**config.mk**
```make
export PLATFORM = sky130hd
export DESIGN_NAME = cache_axi_arbiter
export DESIGN_NICKNAME = d
export VERILOG_FILES = /design/src/rtl/cache_axi_arbiter.sv
export SDC_FILE = /design/constraint.sdc
export NUM_CORES = 1
export LEC_CHECK = 0
export CORE_AREA = 2 2 199 201
export DETAILED_ROUTE_END_ITERATION = 12
export DIE_AREA = 0 0 201 203
export GPL_TIMING_DRIVEN = 0
export SYNTH_ARGS = -nofsm -noshare
export SYNTH_HDL_FRONTEND = slang
export SYNTH_SLANG_ARGS = --single-unit
```
**constraint.sdc**
```tcl
create_clock -name clk -period 5.9 [get_ports clk]
set_clock_uncertainty 0.05 [all_clocks]
set_input_delay 1.18 -clock clk [delete_from_list [all_inputs] [get_ports clk]]
set_output_delay 1.18 -clock clk [all_outputs]
set_load 0.01 [all_outputs]
```
**src/rtl/cache_axi_arbiter.sv**
```systemverilog
// Arbitrates icache/dcache reads and dcache writes onto one AXI master port.
// The one-entry write buffer blocks reads to its line until the B response arrives.
module cache_axi_arbiter #(
  parameter int ADDR_W = 32
) (
  input  logic              clk,
  input  logic              rst,
  input  logic              ic_rd_req,
  input  logic [2:0]        ic_rd_type,
  input  logic [ADDR_W-1:0] ic_rd_addr,
  output logic              ic_rd_rdy,
  output logic              ic_ret_valid,
  output logic              ic_ret_last,
  output logic [31:0]       ic_ret_data,
  input  logic              dc_rd_req,
  input  logic [2:0]        dc_rd_type,
  input  logic [ADDR_W-1:0] dc_rd_addr,
  output logic              dc_rd_rdy,
  output logic              dc_ret_valid,
  output logic              dc_ret_last,
  output logic [31:0]       dc_ret_data,
  input  logic              dc_wr_req,
  input  logic [2:0]        dc_wr_type,
  input  logic [ADDR_W-1:0] dc_wr_addr,
  input  logic [3:0]        dc_wr_wstrb,
  input  logic [127:0]      dc_wr_data,
  output logic              dc_wr_rdy,
  output logic [3:0]        arid,
  output logic [7:0]        arlen,
  output logic [2:0]        arsize,
  output logic [ADDR_W-1:0] araddr,
  output logic              arvalid,
  input  logic              arready,
  output logic [1:0]        arburst,
  output logic [1:0]        arlock,
  output logic [3:0]        arcache,
  output logic [2:0]        arprot,
  input  logic [3:0]        rid,
  input  logic [31:0]       rdata,
  input  logic              rlast,
  input  logic              rvalid,
  output logic              rready,
  output logic [3:0]        awid,
  output logic [ADDR_W-1:0] awaddr,
  output logic [7:0]        awlen,
  output logic [2:0]        awsize,
  output logic              awvalid,
  input  logic              awready,
  output logic [1:0]        awburst,
  output logic [1:0]        awlock,
  output logic [3:0]        awcache,
  output logic [2:0]        awprot,
  output logic [3:0]        wid,
  output logic [31:0]       wdata,
  output logic [3:0]        wstrb,
  output logic              wlast,
  output logic              wvalid,
  input  logic              wready,
  input  logic              bvalid,
  output logic              bready
);

  typedef enum logic [1:0] {R_IDLE, R_AR, R_DATA} rstate_t;
  typedef enum logic [1:0] {W_IDLE, W_AW, W_DATA, W_RESP} wstate_t;

  rstate_t rstate, rstate_nxt;
  wstate_t wstate, wstate_nxt;

  logic [ADDR_W-1:0] rd_addr;
  logic [2:0]        rd_type;
  logic              rd_owner;
  logic [ADDR_W-1:0] wbuf_addr;
  logic [2:0]        wbuf_type;
  logic [3:0]        wbuf_wstrb;
  logic [127:0]      wbuf_data;
  logic [1:0]        cnt;
  logic              wbuf_busy, ic_block, dc_block, ic_grant, dc_grant, wr_accept, in_rdata;
  logic              rid_unused;

  assign wbuf_busy = wstate != W_IDLE;
  assign ic_block  = wbuf_busy & (ic_rd_addr[ADDR_W-1:4] == wbuf_addr[ADDR_W-1:4]);
  assign dc_block  = wbuf_busy & (dc_rd_addr[ADDR_W-1:4] == wbuf_addr[ADDR_W-1:4]);
  // dcache wins ties; a blocked dcache request does not hold off the icache
  assign dc_grant  = (rstate == R_IDLE) & dc_rd_req & ~dc_block;
  assign ic_grant  = (rstate == R_IDLE) & ic_rd_req & ~ic_block & ~(dc_rd_req & ~dc_block);
  assign dc_rd_rdy = dc_grant;
  assign ic_rd_rdy = ic_grant;
  assign dc_wr_rdy = (wstate == W_IDLE) & ~rst;
  assign wr_accept = dc_wr_req & dc_wr_rdy;

  // Read channel: request latch and AR payload
  always_ff @(posedge clk) begin
    if (dc_grant) begin
      rd_addr  <= dc_rd_addr;
      rd_type  <= dc_rd_type;
      rd_owner <= 1'b1;
    end else if (ic_grant) begin
      rd_addr  <= ic_rd_addr;
      rd_type  <= ic_rd_type;
      rd_owner <= 1'b0;
    end
  end

  assign arid   = {3'b000, rd_owner};
  assign araddr = rd_addr;
  assign arlen  = rd_type[2] ? 8'd3 : 8'd0;
  assign arsize = rd_type[2] ? 3'd2 : {1'b0, rd_type[1:0]};

  assign in_rdata     = rstate == R_DATA;
  assign ic_ret_valid = in_rdata & ~rd_owner & rvalid;
  assign ic_ret_last  = in_rdata & ~rd_owner & rlast;
  assign ic_ret_data  = rdata;
  assign dc_ret_valid = in_rdata & rd_owner & rvalid;
  assign dc_ret_last  = in_rdata & rd_owner & rlast;
  assign dc_ret_data  = rdata;
  // Beats are routed by the latched owner, never by rid
  assign rid_unused   = ^rid;

  always_ff @(posedge clk) begin
    if (rst) rstate <= R_IDLE;
    else     rstate <= rstate_nxt;
  end

  always_comb begin
    rstate_nxt = rstate;
    arvalid    = 1'b0;
    rready     = 1'b0;
    case (rstate)
      R_IDLE: if (dc_grant | ic_grant) rstate_nxt = R_AR;
      R_AR: begin
        arvalid = 1'b1;
        if (arready) rstate_nxt = R_DATA;
      end
      R_DATA: begin
        rready = 1'b1;
        if (rvalid & rlast) rstate_nxt = R_IDLE;
      end
      default: rstate_nxt = R_IDLE;
    endcase
  end

  // Write channel: one-entry buffer
  always_ff @(posedge clk) begin
    if (wr_accept) begin
      wbuf_addr  <= dc_wr_addr;
      wbuf_type  <= dc_wr_type;
      wbuf_wstrb <= dc_wr_wstrb;
      wbuf_data  <= dc_wr_data;
    end
  end

  assign awid    = 4'd1;
  assign wid     = 4'd1;
  assign awaddr  = wbuf_addr;
  assign awlen   = wbuf_type[2] ? 8'd3 : 8'd0;
  assign awsize  = wbuf_type[2] ? 3'd2 : {1'b0, wbuf_type[1:0]};
  assign wdata   = wbuf_data[{cnt, 5'd0} +: 32];
  assign wstrb   = wbuf_type[2] ? 4'hf : wbuf_wstrb;
  assign wlast   = cnt == awlen[1:0];

  always_ff @(posedge clk) begin
    if (rst) begin
      wstate <= W_IDLE;
      cnt    <= 2'd0;
    end else begin
      wstate <= wstate_nxt;
      if (wstate == W_DATA && wready) cnt <= wlast ? 2'd0 : cnt + 2'd1;
    end
  end

  always_comb begin
    wstate_nxt = wstate;
    awvalid    = 1'b0;
    wvalid     = 1'b0;
    bready     = 1'b0;
    case (wstate)
      W_IDLE: if (wr_accept) wstate_nxt = W_AW;
      W_AW: begin
        awvalid = 1'b1;
        if (awready) wstate_nxt = W_DATA;
      end
      W_DATA: begin
        wvalid = 1'b1;
        if (wready & wlast) wstate_nxt = W_RESP;
      end
      W_RESP: begin
        bready = 1'b1;
        if (bvalid) wstate_nxt = W_IDLE;
      end
      default: wstate_nxt = W_IDLE;
    endcase
  end

  assign arburst = 2'b01;
  assign awburst = 2'b01;
  assign arlock  = 2'b00;
  assign awlock  = 2'b00;
  assign arcache = 4'h0;
  assign awcache = 4'h0;
  assign arprot  = 3'h0;
  assign awprot  = {2'b00, rid_unused & 1'b0};

endmodule

```
==> Yosys cells after proc, flatten, opt, wreduce, memory -nomap -nowiden <==
Cells that the tools add are included.
Widths: inputs -> output; s select.
{ "word_totals": {"n_memories": 0, "output_inout_bits": 233, "ramBits": 0, "regBits": 209, "inputBits": 284, "latchBits": 0, "wordCells": 82, "romBits": 0} }
{ "op_classes": {"eq_ne": 15, "magnitude_cmp": 0, "mul": 0, "add_sub_neg": 1, "muxes": 24, "n_reduce_logical": 7, "div": 0, "bitwise_logic": 24, "shifts": 1} }
{ "ops": {"columns": ["operator", "n"], "rows": [
  ["$shiftx 128x8->32", 1],
  ["$mux 32", 2],
  ["$eq 28x28->1", 2],
  ["$mux 2", 12],
  ["$and 1x1->1", 18],
  ["$ne 2x2->1 const B", 4],
  ["$pmux 2 s4", 1],
  ["$eq 2x2->1 const B", 3],
  ["$mux 3", 2],
  ["$ne 2x1->1 const B", 3],
  ["$pmux 2 s3", 1],
  ["$mux 1", 5],
  ["$not 1->1", 5],
  ["$eq 2x1->1 const B", 2],
  ["$logic_not 2->1", 2],
  ["$mux 4", 1],
  ["$reduce_and 4->1", 1],
  ["$reduce_bool 2->1", 2],
  ["$reduce_and 3->1", 1],
  ["$add 2x1->2 const B", 1],
  ["$eq 2x2->1", 1],
  ["$logic_and 1x1->1", 1],
  ["$or 1x1->1", 1]
]} }

==> Longest topological paths before layout <==
{ "depth": {"depth_word": 9, "mapped_depth": 9, "ltp_nobuf": 8} }

==> Least setup slack after synthesis <==
OpenSTA, ideal clock, no wires.
{ "synth_timing": {"path_type": "in2reg", "startpoint": "input port rst", "endpoint": "register wbuf_addr[0], in the netlist awaddr[0] (enable)", "setup_slack_ps": 582, "arrival_ps": 4749, "path_stages": 3, "required_time_ps": 5330, "cell_sequence": "nor2b_1 nand2_1 inv_1"} }
{ "synth_via": {"elab_chain_len": 3} }
{ "synth_lines": {"columns": ["item", "line_no", "rtl"], "rows": [
  ["start: declaration", "7", "input logic rst,"],
  ["$not 1->1", "88", "assign dc_wr_rdy = (wstate == W_IDLE) & ~rst;"],
  ["$and 1x1->1", "88", null],
  ["$and 1x1->1", "89", "assign wr_accept = dc_wr_req & dc_wr_rdy;"],
  ["via wr_accept", "77", "logic wbuf_busy, ic_block, dc_block, ic_grant, dc_grant, wr_accept, in_rdata;"],
  ["end signal: assignment", "145", "wbuf_addr <= dc_wr_addr;"],
  ["end: declaration", "72", "logic [ADDR_W-1:0] wbuf_addr;"]
]} }
The timed path passes the listed nets, and every way through them passes these cells.
A chain may end at the register's enable or synchronous reset.

==> Worst setup path after layout <==
{ "layout_timing": {"startpoint": "input port dc_rd_addr[23]", "endpoint": "output port ic_rd_rdy"} }
{ "layout_via": {"elab_chain_len": 6} }
{ "layout_lines": {"columns": ["item", "line_no", "rtl"], "rows": [
  ["start: declaration", "17", "input logic [ADDR_W-1:0] dc_rd_addr,"],
  ["$eq 28x28->1", "82", "assign dc_block = wbuf_busy & (dc_rd_addr[ADDR_W-1:4] == wbuf_addr[ADDR_W-1:4]);"],
  ["$and 1x1->1", "82", null],
  ["$not 1->1", "85", "assign ic_grant = (rstate == R_IDLE) & ic_rd_req & ~ic_block & ~(dc_rd_req & ~dc_block);"],
  ["$and 1x1->1", "85", null],
  ["$not 1->1", "85", null],
  ["$and 1x1->1", "85", null],
  ["end: declaration", "11", "output logic ic_rd_rdy,"]
]} }
Every way passes these cells.

==> impl_metrics.yaml <==
outcome:
  status: "completed"
logic_synthesis:
  ys_seq_area_frac: 0.6686
  ys_warn_count: 0
  synth.distinct_cells: 36
  syn_inst: 542
  synth-simple-area-share: 0.03208
  synth_compound_gate_area_share: 0.007684
  synth_fa_ha_area_frac: 0.006740
  synth_xor_area_frac: 0.05379
  synth_seq_cells: 209
  avgSynthCellArea_um2: 17.12
  muxShareOfSynthArea: 0.1236
  syn_area_mm2: 0.009281
  synth_top_family_by_area: "multiplexers"
global_route:
  track_usage: 0.1420
  grt_max_degree: 96
  grt_pass1_vias: 6548
  grt_overflow_total: 0
  antenna_found_initial: 2
  grt_pass1_wl_um: 42730
job:
  maxCapViolations: 0
setup_path:
  start_kind: "input port"
  cp.buffers_inverters: 3
  cp.required_ps: 4670
  reg2regPathDepth: 9
  path_cells: "clkdlybuf4s50_1 -> xor2_1 -> nor4_1 -> nand4_1 -> o41ai_2 -> o311ai_0 -> inv_1 -> clkdlybuf4s50_1"
  crit_fanout: 3
  critPathCaptureType: "output pin"
  critical_path_arrival_ps: 4290
  cpMostUsedCell: "clkdlybuf4s50_1"
  crit_slowest_cell: "nor4_1"
  path_depth: 8
  crit_path_max_incr_delay_ps: 630
  crit_family: "buffers and inverters"
  critPathKind: "input port to output pin"
finish:
  area_growth_pct: 64.69
  fin_cells: 1584
  nets: 1338
  drive_above_1_share: 0.2223
  num_antenna_cells: 0
clock_tree:
  cts-resized-gates: 0
  cts_tree: "done"
  cts_sinks: 209
  root_buffer: "clkbuf_16"
  cts_buffer_depth: 3
  clk_latency_ps: 540
  htree_levels: 1
  clk_pin_slew_ps: 60
  cts_setup_buffers: 0
  cts_hold_buf: 0
  cts-buffers-inserted: 25
floorplanning:
  fp.dieArea_mm2: 0.04080
  rows: 72
  io_pins: 517
  fp.dieH_um: 203
  initial_core_util: 0.2413
  fp.dieW_um: 201
  core-area_mm2: 0.03847
place:
  port_buffers: 433
  hpwlAfterDp_um: 24310
  place_inst: 1540
  gp_congestion: 0.8078
sta:
  fmax_mhz: 181.3
  setup_violations: 0
  tightest_slew_ps: 819.4
  slew_headroom: 0.4538
  final-hold-violation-count: 0
  timing.final.crit_share: 0.9350
  drv_slew: 0
  fin_crit_ps: 5517
  rsz0062_at_grt: "no"
routing:
  wl_per_cell_um: 19.15
  ant_nets: 0
  routed_via_density: 3.872
  firstDrtPassIters: 4
  finalWirelength_um: 30340
  dr.first_iter.drc_count: 200
  drc: 0
  via_count: 6133
worst_hold_path:
  hold_class: "flip-flop to flip-flop"
  hold_depth: 2
power_and_ir_drop:
  power_density_mw_per_mm2: 292.9
  ir_drop_mv: 0.2219
  leakagePower_nw: 5.550
  power_mw: 4.477
==> layer usage <==
metal	global-route usage	vias to the layer above	routed length [um]
met5	0	-	29
met4	0.03810	4	611
li1	-	2881	-
met2	0.2531	330	15020
met1	0.1562	2876	11570
met3	0.05762	42	3108
==> area by class of cell <==
cell class | instances | area, um^2
Clock inverter | 14 | 143.9
Multi-Input combinational cell | 242 | 2257
Clock buffer | 30 | 644.4
Inverter | 8 | 37.54
Tap cell | 518 | 648.1
Buffer | 128 | 959.7
Sequential cell | 209 | 6206
Timing Repair Buffer | 435 | 4389
Fill cell | 3620 | 23180
==> final timing paths <==
kind / from / end / slack (ps)
setup / recovery: dc_rd_addr[23] / ic_rd_rdy / 380
hold / removal: wstate[0] / wstate[0] / 490
setup reg to reg: awaddr[23] / araddr[31] / 2360
hold reg to reg: wstate[0] / wstate[0] / 490
==> report_power, final <==
group          switching, mW  total (mW)  internal (mW)
Sequential            0.0744        1.95           1.87
Combinational          0.455        1.03          0.574
Clock                  0.597        1.50          0.903
Total                   1.13        4.48           3.35
==> sequential cells by signal (all words and copies together) (netlist names), 2 cells and up <==
signal / cells
cnt: 2
rstate: 2
rd_type: 3
awaddr: 32
wbuf_data: 128
wbuf_wstrb: 4
wstate: 2
araddr: 32
wbuf_type: 3
==> cell usage after synthesis <==
master / count / area share
edfxtp_1: 202 / 0.65
buf_4: 118 / 0.095
xor2_1: 39 / 0.037
mux4_2: 32 / 0.078
mux2_2: 29 / 0.035
xnor2_1: 18 / 0.017
nor2_1: 12 / 0.0049
nand2_1: 9 / 0.0036
nor4_1: 9 / 0.0061
inv_1: 8 / 0.0032
dfxtp_1: 7 / 0.015
mux2_4: 6 / 0.0097
nand4_1: 6 / 0.0040
or2_2: 6 / 0.0040
ha_1: 5 / 0.0067
nor2b_1: 5 / 0.0034
buf_2: 3 / 0.0016
clkbuf_1: 3 / 0.0012
nand3_1: 3 / 0.0016
a21oi_1: 2 / 0.0011
buf_1: 2 / 0.00081
buf_12: 2 / 0.0043
conb_1: 2 / 0.00081
nor3_1: 2 / 0.0011
a211oi_1: 1 / 0.00081
a221oi_1: 1 / 0.00094
a22oi_1: 1 / 0.00081
a31oi_1: 1 / 0.00067
mux2i_1: 1 / 0.0011
nand2b_1: 1 / 0.00067
nor3b_1: 1 / 0.00081
o22ai_1: 1 / 0.00067
o311ai_0: 1 / 0.00094
o41ai_2: 1 / 0.0018
or3_1: 1 / 0.00067
or3_4: 1 / 0.0012
==> logic make-up (layout without fill, tap and decap cells) <==
| kind of cell | after synthesis | count (layout) |
|---|---|---|
| flip-flops | 209 | 209 |
| buffers and inverters | 136 | 615 |
| multiplexers | 68 | 68 |
| XOR/XNOR | 57 | 57 |
| AND/OR/NAND/NOR | 56 | 56 |
| AO/OA/AOI/OAI | 9 | 9 |
| adder cells (fa/ha/maj) | 5 | 5 |
| other | 2 | 47 |
==> layout by cell type (no fill, tap or decap), types with 5 or more instances in the layout <==
master and n:
conb_1 47, clkdlybuf4s50_1 433, mux2_2 29, xor2_1 39, nand2_1 8, xnor2_1 18
nor2_1 12, inv_1 7, dfxtp_1 7, buf_4 118, clkbuf_1 8, nor2b_1 5
clkinv_2 6, mux2_4 6, edfxtp_1 202, ha_1 5, clkbuf_16 25, nand4_1 6
mux4_2 32, nor4_1 9, or2_2 6
==> worst reg2reg max path, stage by stage, from the launching register on <==
cell      delay, ps
edfxtp_1        440
xor2_1          210
nor4_1          630
nand4_1         260
o41ai_2         480
or3_4           220
buf_12          140
buf_12          170
nand2_2         350
buf_16          330
==> through the flow <==
| step | utilization | hold slack, ps | setup slack [ps] | TNS, ps | area (um^2) |
|---|---|---|---|---|---|
| 2_1_floorplan | - | 443.4 | 581.8 | 0 | 9450 |
| 3_3_place_gp | 0.3752 | 473.0 | -1611 | -267000 | 14430 |
| 3_5_place_dp | 0.3769 | 483.5 | 176.6 | 0 | 14500 |
| 4_1_cts | 0.3974 | 491.8 | 152.3 | 0 | 15290 |
| 5_1_grt | 0.3974 | 523.0 | 82.92 | 0 | 15290 |
| 6_report | 0.3974 | 485.9 | 383.4 | 0 | 15290 |
No activity file was read; power rests on OpenSTA's default activity.
